## src/rtl/pipeline_ctrl.sv

```systemverilog
// Purpose: merges ID/EX/MEM stall requests, load-use hazard and multi-cycle EX sequencing into per-stage holds; owns the delay-slot flag.
// Latency: stall_o is combinational (zero cycles); flush_o/mc_abort_o/mc_busy_o/id_in_delayslot_o are registered (one cycle).
// Backpressure: upstream stages are held via stall_o (bit 0 = PC); an abort flushes instead of stalling. Optional perf counter: PIPE_CTRL_PERF_EN.
module pipeline_ctrl #(
  parameter int MC_TIMEOUT = 64
) (
  input  logic        clk,
  input  logic        rst,
  input  logic        id_stallreq_i,
  input  logic        ex_stallreq_i,
  input  logic        mem_stallreq_i,
  input  logic        ex_is_load_i,
  input  logic [4:0]  ex_wreg_addr_i,
  input  logic        id_r1_en_i,
  input  logic        id_r2_en_i,
  input  logic [4:0]  id_r1_addr_i,
  input  logic [4:0]  id_r2_addr_i,
  input  logic        ex_mc_start_i,
  input  logic        mc_done_i,
  input  logic        id_next_in_delayslot_i,
  output logic [5:0]  stall_o,
  output logic        flush_o,
  output logic        mc_busy_o,
  output logic        mc_abort_o,
  output logic        id_in_delayslot_o,
  output logic [31:0] stall_cycles_o
);

  // Counter only needs to reach MC_TIMEOUT-1.
  localparam int CNT_W = (MC_TIMEOUT > 2) ? $clog2(MC_TIMEOUT) : 1;
  localparam logic [CNT_W-1:0] CNT_LAST = CNT_W'(MC_TIMEOUT - 1);

  // Stall vector encodings, bit order {WB,MEM,EX,ID,IF,PC}.
  localparam logic [5:0] STALL_MEM  = 6'b011111;
  localparam logic [5:0] STALL_EX   = 6'b001111;
  localparam logic [5:0] STALL_ID   = 6'b000111;
  localparam logic [5:0] STALL_NONE = 6'b000000;

  typedef enum logic [1:0] {
    ST_IDLE  = 2'd0,
    ST_BUSY  = 2'd1,
    ST_ABORT = 2'd2
  } state_t;

  state_t           state;
  logic [CNT_W-1:0] mc_cnt;
  logic             load_use;
  logic             mc_stall;

  // Load-use: the loaded value is not available for forwarding until MEM, so ID must wait one cycle.
  always_comb begin
    load_use = 1'b0;
    if (ex_is_load_i && (ex_wreg_addr_i != 5'd0)) begin
      load_use = (id_r1_en_i && (id_r1_addr_i == ex_wreg_addr_i)) ||
                 (id_r2_en_i && (id_r2_addr_i == ex_wreg_addr_i));
    end
  end

  // EX must hold while the multi-cycle unit is working, including the issue cycle itself unless it finishes at once.
  always_comb begin
    mc_stall = 1'b0;
    case (state)
      ST_IDLE: mc_stall = ex_mc_start_i && !mc_done_i;
      ST_BUSY: mc_stall = !mc_done_i;
      default: mc_stall = 1'b0;
    endcase
  end

  // Priority-merge stall sources; an abort cycle never stalls so the flush can propagate.
  always_comb begin
    stall_o = STALL_NONE;
    if (state != ST_ABORT) begin
      if (mem_stallreq_i) begin
        stall_o = STALL_MEM;
      end else if (ex_stallreq_i || mc_stall) begin
        stall_o = STALL_EX;
      end else if (id_stallreq_i || load_use) begin
        stall_o = STALL_ID;
      end
    end
  end

  // Multi-cycle sequencer with timeout; status outputs are registered alongside the state.
  always_ff @(posedge clk or negedge rst) begin
    if (!rst) begin
      state      <= ST_IDLE;
      mc_cnt     <= '0;
      flush_o    <= 1'b0;
      mc_abort_o <= 1'b0;
      mc_busy_o  <= 1'b0;
    end else begin
      flush_o    <= 1'b0;
      mc_abort_o <= 1'b0;
      case (state)
        ST_IDLE: begin
          // Start with simultaneous done is a single-cycle op: nothing to track.
          if (ex_mc_start_i && !mc_done_i) begin
            state     <= ST_BUSY;
            mc_cnt    <= '0;
            mc_busy_o <= 1'b1;
          end
        end
        ST_BUSY: begin
          // Done takes precedence over an expiring counter in the same cycle.
          if (mc_done_i) begin
            state     <= ST_IDLE;
            mc_busy_o <= 1'b0;
          end else if (mc_cnt == CNT_LAST) begin
            state      <= ST_ABORT;
            mc_busy_o  <= 1'b0;
            flush_o    <= 1'b1;
            mc_abort_o <= 1'b1;
          end else begin
            mc_cnt <= mc_cnt + 1'b1;
          end
        end
        ST_ABORT: begin
          state <= ST_IDLE;
        end
        default: begin
          state     <= ST_IDLE;
          mc_busy_o <= 1'b0;
        end
      endcase
    end
  end

  // Delay-slot flag follows ID unless ID is held; a flush discards it.
  always_ff @(posedge clk or negedge rst) begin
    if (!rst) begin
      id_in_delayslot_o <= 1'b0;
    end else if (flush_o) begin
      id_in_delayslot_o <= 1'b0;
    end else if (!stall_o[2]) begin
      id_in_delayslot_o <= id_next_in_delayslot_i;
    end
  end

`ifdef PIPE_CTRL_PERF_EN
  logic [31:0] stall_cnt;

  // Count cycles in which the PC is held; saturate rather than wrap.
  always_ff @(posedge clk or negedge rst) begin
    if (!rst) begin
      stall_cnt <= '0;
    end else if (stall_o[0] && (stall_cnt != 32'hFFFF_FFFF)) begin
      stall_cnt <= stall_cnt + 32'd1;
    end
  end

  assign stall_cycles_o = stall_cnt;
`else
  assign stall_cycles_o = 32'd0;
`endif

endmodule

```

## config.mk

```make
export PLATFORM = sky130hd
export DESIGN_NAME = pipeline_ctrl
export DESIGN_NICKNAME = d
export VERILOG_FILES = /design/src/rtl/pipeline_ctrl.sv
export SDC_FILE = /design/constraint.sdc
export NUM_CORES = 1
export LEC_CHECK = 0
export BUFFER_PORTS_ARGS = -buffer_cell sky130_fd_sc_hd__buf_2
export CELL_PAD_IN_SITES_DETAIL_PLACEMENT = 0
export CELL_PAD_IN_SITES_GLOBAL_PLACEMENT = 2
export CORE_UTILIZATION = 23
export DETAILED_ROUTE_END_ITERATION = 10
export HOLD_SLACK_MARGIN = 0.1
export PLACE_DENSITY_LB_ADDON = 0.1
export SYNTH_ARGS = -nofsm -noshare
export SYNTH_HDL_FRONTEND = slang
export SYNTH_SLANG_ARGS = --single-unit
```

## constraint.sdc

```tcl
create_clock -name clk -period 3.8 [get_ports clk]
set_clock_uncertainty 0.05 [all_clocks]
set_input_delay 0.19 -clock clk [delete_from_list [all_inputs] [get_ports clk]]
set_output_delay 0.19 -clock clk [all_outputs]
set_load 0.005 [all_outputs]
```

; ---- Word-level counts from Yosys, hierarchy flattened
; Cells that the tools add are included.
[word_totals]
register_bits = 11
output_inout_bits = 42
word_cells = 55
[classes]
addsub = 1
eq_ne = 11
muxes = 23
bitwise = 1
reduce_logical = 14
[ops]
columns = operator, count
row1 = 6-bit two-way mux, 3
row2 = 6-bit case mux with 2 select lines, 1
row3 = 5-bit equality test, 2
row4 = 5-bit two-way mux, 2
row5 = 1-bit two-way mux, 9
row6 = "2-bit != test, second input constant", 4
row7 = "6-bit by 1-bit adder with 6-bit output, second input constant", 1
row8 = "6-bit equality test, second input constant", 1
row9 = 2-bit two-way mux, 3
row10 = 5-bit nonzero test, 1
row11 = 1-bit logical AND, 4
row12 = 4-bit two-way mux, 1
row13 = 2-bit case mux with 2 select lines, 1
row14 = 4-bit AND reduction, 1
row15 = 1-bit logical OR, 3
row16 = 3-bit two-way mux, 1
row17 = "3-bit != test, second input constant", 1
row18 = 1-bit case mux with 3 select lines, 1
row19 = 3-bit AND reduction, 1
row20 = "2-bit by 1-bit equality test with 1-bit output, second input constant", 1
row21 = "2-bit equality test, second input constant", 1
row22 = 2-bit logical NOT, 1
row23 = "2-bit by 1-bit != test with 1-bit output, second input constant", 1
row24 = 1-bit case mux with 2 select lines, 1
row25 = other kinds (4), 4

; ---- Depth between registers and ports, before layout
; Gate-level depths: netlist (run 1).
[logic_depth]
depth_word = 11
depth_mapped = 6

; ---- Least setup slack after synthesis (run 1)
; Ideal clock, no wire load.
[synth_timing]
kind = register to output
from = register state[0]
to = output stall_o[1]
arrival_time_ns = 1.449
setup_slack_ns = 2.111
stages_incl_launch_ff = 6
path_buffers = 1
cell_sequence = dfrtp_1 or2_4 a2111oi_4 or2b_2 o21ai_0 buf_4
[synth_via]
elab_chain_len = 6
elab_cells_between_ends = 8
[synth_lines]
columns = item, line_no
row1 = from (decl), 45  ; state_t state;
row2 = from (signal assigned), 86  ; state <= ST_IDLE;
row3 = from (signal assigned), 98  ; state <= ST_BUSY;
row4 = from (signal assigned), 106  ; state <= ST_IDLE;
row5 = 2-bit by 1-bit equality test with 1-bit output / 2-bit logical NOT (equally long branches), 62  ; case (state)
row6 = 1-bit case mux with 2 select lines, 62
row7 = 1-bit logical OR, 75  ; end else if (ex_stallreq_i || mc_stall) begin
row8 = 4-bit two-way mux, 75
row9 = 5-bit two-way mux, 73  ; if (mem_stallreq_i) begin
row10 = 5-bit two-way mux (*), 72  ; if (state != ST_ABORT) begin
row11 = to (decl), 21  ; output logic [5:0] stall_o,
; Every way passes the cells marked *; elsewhere a longest branch is shown, timed or not.

; ---- Worst setup path in the final report (run 1)
; Ends and elaborated chain as after synthesis.

==> out/results.tsv, run 1 <==
metric	value	unit
synth unique cells	31	
DP HPWL	1.79	mm
Hold Path End	mc_busy_o$_DFFE_PN0P_	
clock share of power	35.1	%
Worst EP arrival	1770	ps
H-tree depth	1	
clock buffer count from CTS	3	
vias in the first global route	751	
DRT Pass-1 Iters	3	
CTS tree	built	
vias post-DR	800	
die height	68.1	µm
Gate Count Post-Synth	114	
critical path startpoint category	register	
Clock Tree Root	clkbuf_8	
Buffers on Ports	34	
#FFs+latches synth	11	
number of fill cells	465	
Syn Area/Cell	8.80	µm²
yosys warns	0	
DIE WIDTH	68.1	µm
post-synthesis sequential area ratio	27.4	%
Antenna Nets Post-Route	0	
initial core utilization	24.6	%
clk slew on worst S/H paths	50	ps
global placer's final weighted congestion	0.809	
vias per cell	4.02	
RSZ-0062 raised after global routing	no	
Resize count post-CTS	0	
pin count of the biggest net entering global routing	12	
worst hold stages	4	
most common cell after layout, fill and taps aside	buf_2	
initial antenna violation count	0	
status	complete, no violations	
Critical Path End Type	output port	
Finish-stage setup viols	0	
std cell rows	23	
Syn Std Cell Area	1000	µm²
Layout area overhead	13.7	%
CTS Sinks	11	
hold buffers post-CTS	1	
Die Area	4630	µm²
Max Clock Freq	0.498	GHz
kind of critical path	reg2out	
max cap viols	0	
fin crit share	52.8	%
most frequent cells in the layout	buf_2 (34), conb_1 (33), xor2_1 (12), dfrtp_1 (11), nand2_1 (8)	
R2R Setup Slk	1930	ps
all-layer global routing usage	10.4	%
Pleak	0.578	nW
first-pass GRT wire length	3.49	mm
Hold Vio Cnt, Final	0	
fraction of layout instances using a drive strength above 1	27.5	%
Clk Latency, worst-skew pair	240	ps
Worst Reg-to-Reg Cells	5	
RR Endpoint	id_in_delayslot_o$_DFFE_PN0P_	
maximum VDD drop	0.112	mV
remaining global-route overflow	0	
sw frac	29.3	%
Net Sw Power	0.0993	mW
Antenna Cells	0	
crit path max fanout	6	
clk buf depth	2	
total I/O pin count	68	
FF-to-FF Start	state[1]$_DFFE_PN0P_	
Core Region	4090	µm²
setup total negative slack	0	ps
Logic pwr share	23.8	%
Slew Viols, Final	0	
Hold Crit Class	in2reg	
DR WL/cell	10.9	µm
post-route minimum period	2010	ps
internal power	0.239	mW
Routed WL	2.17	mm
power per cell area	296	nW/µm²
sequential share of power	41.1	%
required time worst endpoint	3560	ps
Nets	177	
DR iter-0 viols	8	
hold path startpoint	mc_done_i	
# DRC	0	
post-CTS setup buffers	0	
Final Total Pwr	0.338	mW
==> worst max-delay path, cell delays in order, from the launching register on <==
cell	delay, ps
dfrtp_1	430
or2_4	300
a2111oi_4	340
or2b_2	200
o21ai_0	110
buf_2	150
==> how the worst max path moves through the flow <==
stage,start,endpoint,depth (start not counted)
finish,state[0]$_DFFE_PN0P_,stall_o[1],5
global route,state[0]$_DFFE_PN0P_,stall_o[0],5
CTS,state[0]$_DFFE_PN0P_,stall_o[1],5
detailed placement,state[1]$_DFFE_PN0P_,id_in_delayslot_o$_DFFE_PN0P_,5
global placement,state[1]$_DFFE_PN0P_,id_in_delayslot_o$_DFFE_PN0P_,5
floorplan,state[0]$_DFFE_PN0P_,stall_o[1],5
==> power by group through the flow <==
stage                     Clock [mW]  Sequential (mW)  Combinational (mW)
after floorplan                    0            0.139              0.0703
after global routing           0.132            0.141              0.0921
final                          0.119            0.139              0.0804
after detailed placement           0            0.141              0.0790
after CTS                      0.123            0.139              0.0802
after global placement             0            0.141              0.0802
==> layer usage <==
layer / track usage, % / wire (µm) / up-vias
met5: 0 / 0 / -
met4: 6.25 / 51 / 0
met3: 2.00 / 93 / 6
met2: 17.0 / 1060 / 38
met1: 12.4 / 956 / 371
li1: - / - / 385
==> flip-flops by register name, summed over array words and instances, names as in the netlist <==
name / cells
state: 2
mc_abort_o: 1
mc_busy_o: 1
mc_cnt: 6
id_in_delayslot_o: 1
==> kinds of logic (layout without fill, tap and decap cells) <==
family,count (synthesis),in the layout,synth area share (%)
buffers and inverters,37,40,27.3
adder cells (fa/ha/maj),1,1,1.25
AND/OR/NAND/NOR,35,35,18.6
AO/OA/AOI/OAI,13,13,10.8
XOR/XNOR,14,14,12.2
flip-flops,11,11,27.4
multiplexers,2,2,2.00
other,1,33,0.374
==> cells in the mapped netlist <==
library cell	n	area share (%)
nand2_1	8	3.0
a211oi_1	1	0.75
mux2i_1	2	2.0
o21ai_0	5	2.5
o211ai_1	1	0.75
buf_4	36	27
ha_1	1	1.2
a2111oi_4	1	2.7
nand3_1	3	1.5
dfrtp_1	11	27
and2_1	2	1.2
xnor2_1	2	1.7
nor3_1	2	1.0
nor2_1	5	1.9
and3_1	4	2.5
nand4_1	2	1.2
inv_1	1	0.37
nor2_2	1	0.62
conb_1	1	0.37
nand2b_1	2	1.2
or2b_2	1	0.87
a21oi_1	1	0.50
xor2_1	12	10
nor4_1	2	1.2
nor2b_1	1	0.62
or2_4	1	0.87
or4_1	1	0.75
o311a_1	1	1.0
a22oi_1	1	0.75
a311o_1	1	1.0
o31a_1	1	0.87
==> cell type report <==
| type | instances | area (µm²) | share of cell area (%) |
|---|---|---|---|
| tap | 50 | 62.6 | 5.48 |
| sequential | 11 | 275 | 24.1 |
| timing repair buffer | 35 | 180 | 15.8 |
| clock buffer | 4 | 45.0 | 3.95 |
| inverter | 1 | 3.75 | 0.329 |
| multi-input combinational | 98 | 574 | 50.3 |
==> per-stage QoR <==
step	utilization [%]	hold WS, ps	instance area, µm²	setup slack, ps	cells
after detailed placement	26.6	36.0	1090	1950	194
after CTS	27.9	247	1140	1780	199
after floorplan	-	-156	1120	2110	146
final	27.9	255	1140	1790	199
after global routing	27.9	258	1140	1650	199
after global placement	26.6	28.3	1090	1960	194
(Power assumes the default switching activity.)
==> inputs of run 2 (changes only) <==
- ABC_AREA: unset -> 1
- CORE_UTILIZATION: 23 -> 18
- clock period: 3.8 -> 1.7 ns (I/O delays scaled with it)
==> run 2 against run 1 <==
  * Non-clock buffer count increased by 3
  * Routed wire length increased by 5.1%
  * Combinational power increased to 2.9 times the previous value
  * Utilization decreased by 5.3 points
  * Clock-buffer cell count unchanged
  * Worst hold slack got worse by 140 ps
  * Synthesized area increased by 8.7%
  * First-iteration DRC count increased to 2.5 times the previous value
  * Total power increased by 150%
  * Largest cell class unchanged
  * Via count increased by 16%
==> out/results.tsv, run 2 <==
metric	value	unit
Regs by FF count	mc_cnt x6, state x2	
DRT Pass-1 Iters	4	
clk slew on worst S/H paths	50	ps
RSZ-0062 raised after global routing	no	
fraction of layout instances using a drive strength above 1	26.2	%
yosys warns	0	
vias per cell	3.39	
all-layer global routing usage	7.04	%
clk buf depth	2	
fin crit share	88.8	%
initial core utilization	19.2	%
Worst EP arrival	1370	ps
Max Clock Freq	0.662	GHz
Syn Area/Cell	6.65	µm²
crit path max fanout	3	
Yosys top cell area share	25.2	%
kind of critical path	reg2out	
initial antenna violation count	0	
Post-synth top flop	dfrtp_1	
cell with the most instances after synthesis	nand2_1	
DR WL/cell	8.31	µm
setup total negative slack	0	ps
post-synth top area cell	dfrtp_1	
Logic pwr share	27.7	%
std cell rows	27	
Clock Tree Root	clkbuf_8	
Slowest cell on crit path	dfrtp_1	
synth unique cells	20	
Net Sw Power	0.269	mW
Antenna Cells	0	
number of synthesized flops with an enable pin	0	
Nets	230	
die height	79.9	µm
DIE WIDTH	79.9	µm
critical-path cell list	inv_2 > nor3_4 > inv_2 > nand3_1 > nor2_1 > nand2_1 > nand2_1 > inv_1 > buf_2	
placed cell area	1200	µm²
Layout area overhead	17.4	%
internal power	0.574	mW
Largest register FFs	6	
post-route minimum period	1510	ps
most frequent cells in the layout	nand2_1 (40), buf_2 (34), conb_1 (33), inv_1 (28), nor2_1 (16)	
Finish-stage setup viols	0	
#FFs+latches synth	11	
global placer's final weighted congestion	0.676	
# DRC	0	
status	complete, no violations	
ys async rst share	100	%
vias in the first global route	856	
CP delay by family, top	simple AND/OR/NAND/NOR gates	
Slew Viols, Final	0	
Area contributors post-synth	dfrtp_1 (25%), buf_4 (25%), nand2_1 (14%), inv_1 (10%), nor2_1 (5.5%)	
H-tree depth	1	
remaining global-route overflow	0	
DP HPWL	1.95	mm
power per cell area	658	nW/µm²
Antenna Nets Post-Route	0	
Critical Path End Type	output port	
Die Area	6380	µm²
Gate Count Post-Synth	164	
Routed WL	2.28	mm
CP peak stage delay	390	ps
first-pass GRT wire length	3.50	mm
CP bufs+invs	4	
sw frac	31.9	%
sequential share of power	41.9	%
Clk Latency, worst-skew pair	230	ps
post-layout util	22.6	%
post-synthesis sequential area ratio	25.2	%
Post-synth top cells	nand2_1 (40), buf_4 (36), inv_1 (29)	
pin count of the biggest net entering global routing	12	
Hold Vio Cnt, Final	0	
Pleak	0.782	nW
maximum VDD drop	0.509	mV
Syn Std Cell Area	1090	µm²
CTS tree	built	
max cap viols	0	
clock buffer count from CTS	3	
DR iter-0 viols	20	
required time worst endpoint	1560	ps
most common cell after layout, fill and taps aside	nand2_1	
CTS Sinks	11	
critical path startpoint category	register	
Hold Crit Class	in2reg	
vias post-DR	930	
worst hold margin	112	ps
clock share of power	30.4	%
total I/O pin count	68	
Buffers on Ports	34	
Core Region	5680	µm²
Biggest register	mc_cnt	
Finished Cell Area	1280	µm²
## run 2: changes by cell type in the layout (fill, tap and decap cells not counted), sizes merged, moves of 4 or more
cell and change:
inv +30, a21oi +4, and3 -4, nand2 +38, nor2 +11, xor2 -12
## run 2: kinds of logic (layout without fill, tap and decap cells)
family	count (synthesis)	in the layout	synth area share, %
simple gates	72	72	31.5
buf+inv	67	73	35.4
compound gates	12	12	6.31
flops	11	11	25.2
fa+ha+maj	1	1	1.15
other cells	1	33	0.344
## run 2: layer usage
metal,vias up,GRT usage [%],part of all wire [%]
met2,32,13.2,50
met1,401,7.79,43
li1,495,-,-
met5,-,0,0
met3,2,1.14,6.6
met4,0,2.68,0.31
## run 2: worst reg2reg max path: stages (launching register included)
cell and delay, ps:
dfrtp_1 400, ha_1 220, nand2_1 70, inv_1 60
nand2_2 90, nand2_2 70, nand2_4 100, nand2_4 60
o21ai_1 120, nand2_1 70, a21oi_2 90
## run 2: timing repair
item                                    CTS  global route
hold buffers                              2             0
endpoints found under the hold margin    12             0
endpoints found under the setup margin    0             3
gates resized for setup                   0             1
setup buffers                             0             2
## run 2: path summary, 6_finish.rpt
path	startpoint	end	slack (ps)	cells past startpoint
hold reg to reg	mc_busy_o$_DFFE_PN0P_	mc_busy_o$_DFFE_PN0P_	450	2
setup reg to reg	mc_cnt[0]$_DFFE_PN0P_	mc_cnt[5]$_DFFE_PN0P_	240	10
setup / recovery	state[0]$_DFFE_PN0P_	stall_o[1]	190	9
hold / removal	mc_done_i	mc_abort_o$_DFF_PN0_	110	4
min in group asynchronous	rst	mc_cnt[5]$_DFFE_PN0P_	200	2
max in group asynchronous	rst	id_in_delayslot_o$_DFFE_PN0P_	1200	2
## run 2: power by group through the flow
stage               logic (mW)  clock network (mW)  registers, mW
floorplan                0.202                   0          0.350
global placement         0.227                   0          0.355
detailed placement       0.228                   0          0.357
CTS                      0.232               0.269          0.353
global route             0.277               0.282          0.363
finish                   0.233               0.257          0.354
## run 2: layout make-up
cell class	count	area, µm²
Tap cell	72	90.1
Sequential cell	11	275
Clock buffer	4	45.0
Timing Repair Buffer	38	205
Fill cell	655	4390
Inverter	31	116
Multi-Input combinational cell	118	549
## run 2: stage by stage
| step | power (mW) | setup WS (ps) | instances |
|---|---|---|---|
| CTS | 0.854 | 38.6 | 272 |
| finish | 0.844 | 191 | 274 |
| floorplan | 0.552 | 337 | 196 |
| detailed placement | 0.585 | 241 | 266 |
| global route | 0.922 | 23.1 | 274 |
| global placement | 0.582 | 274 | 266 |
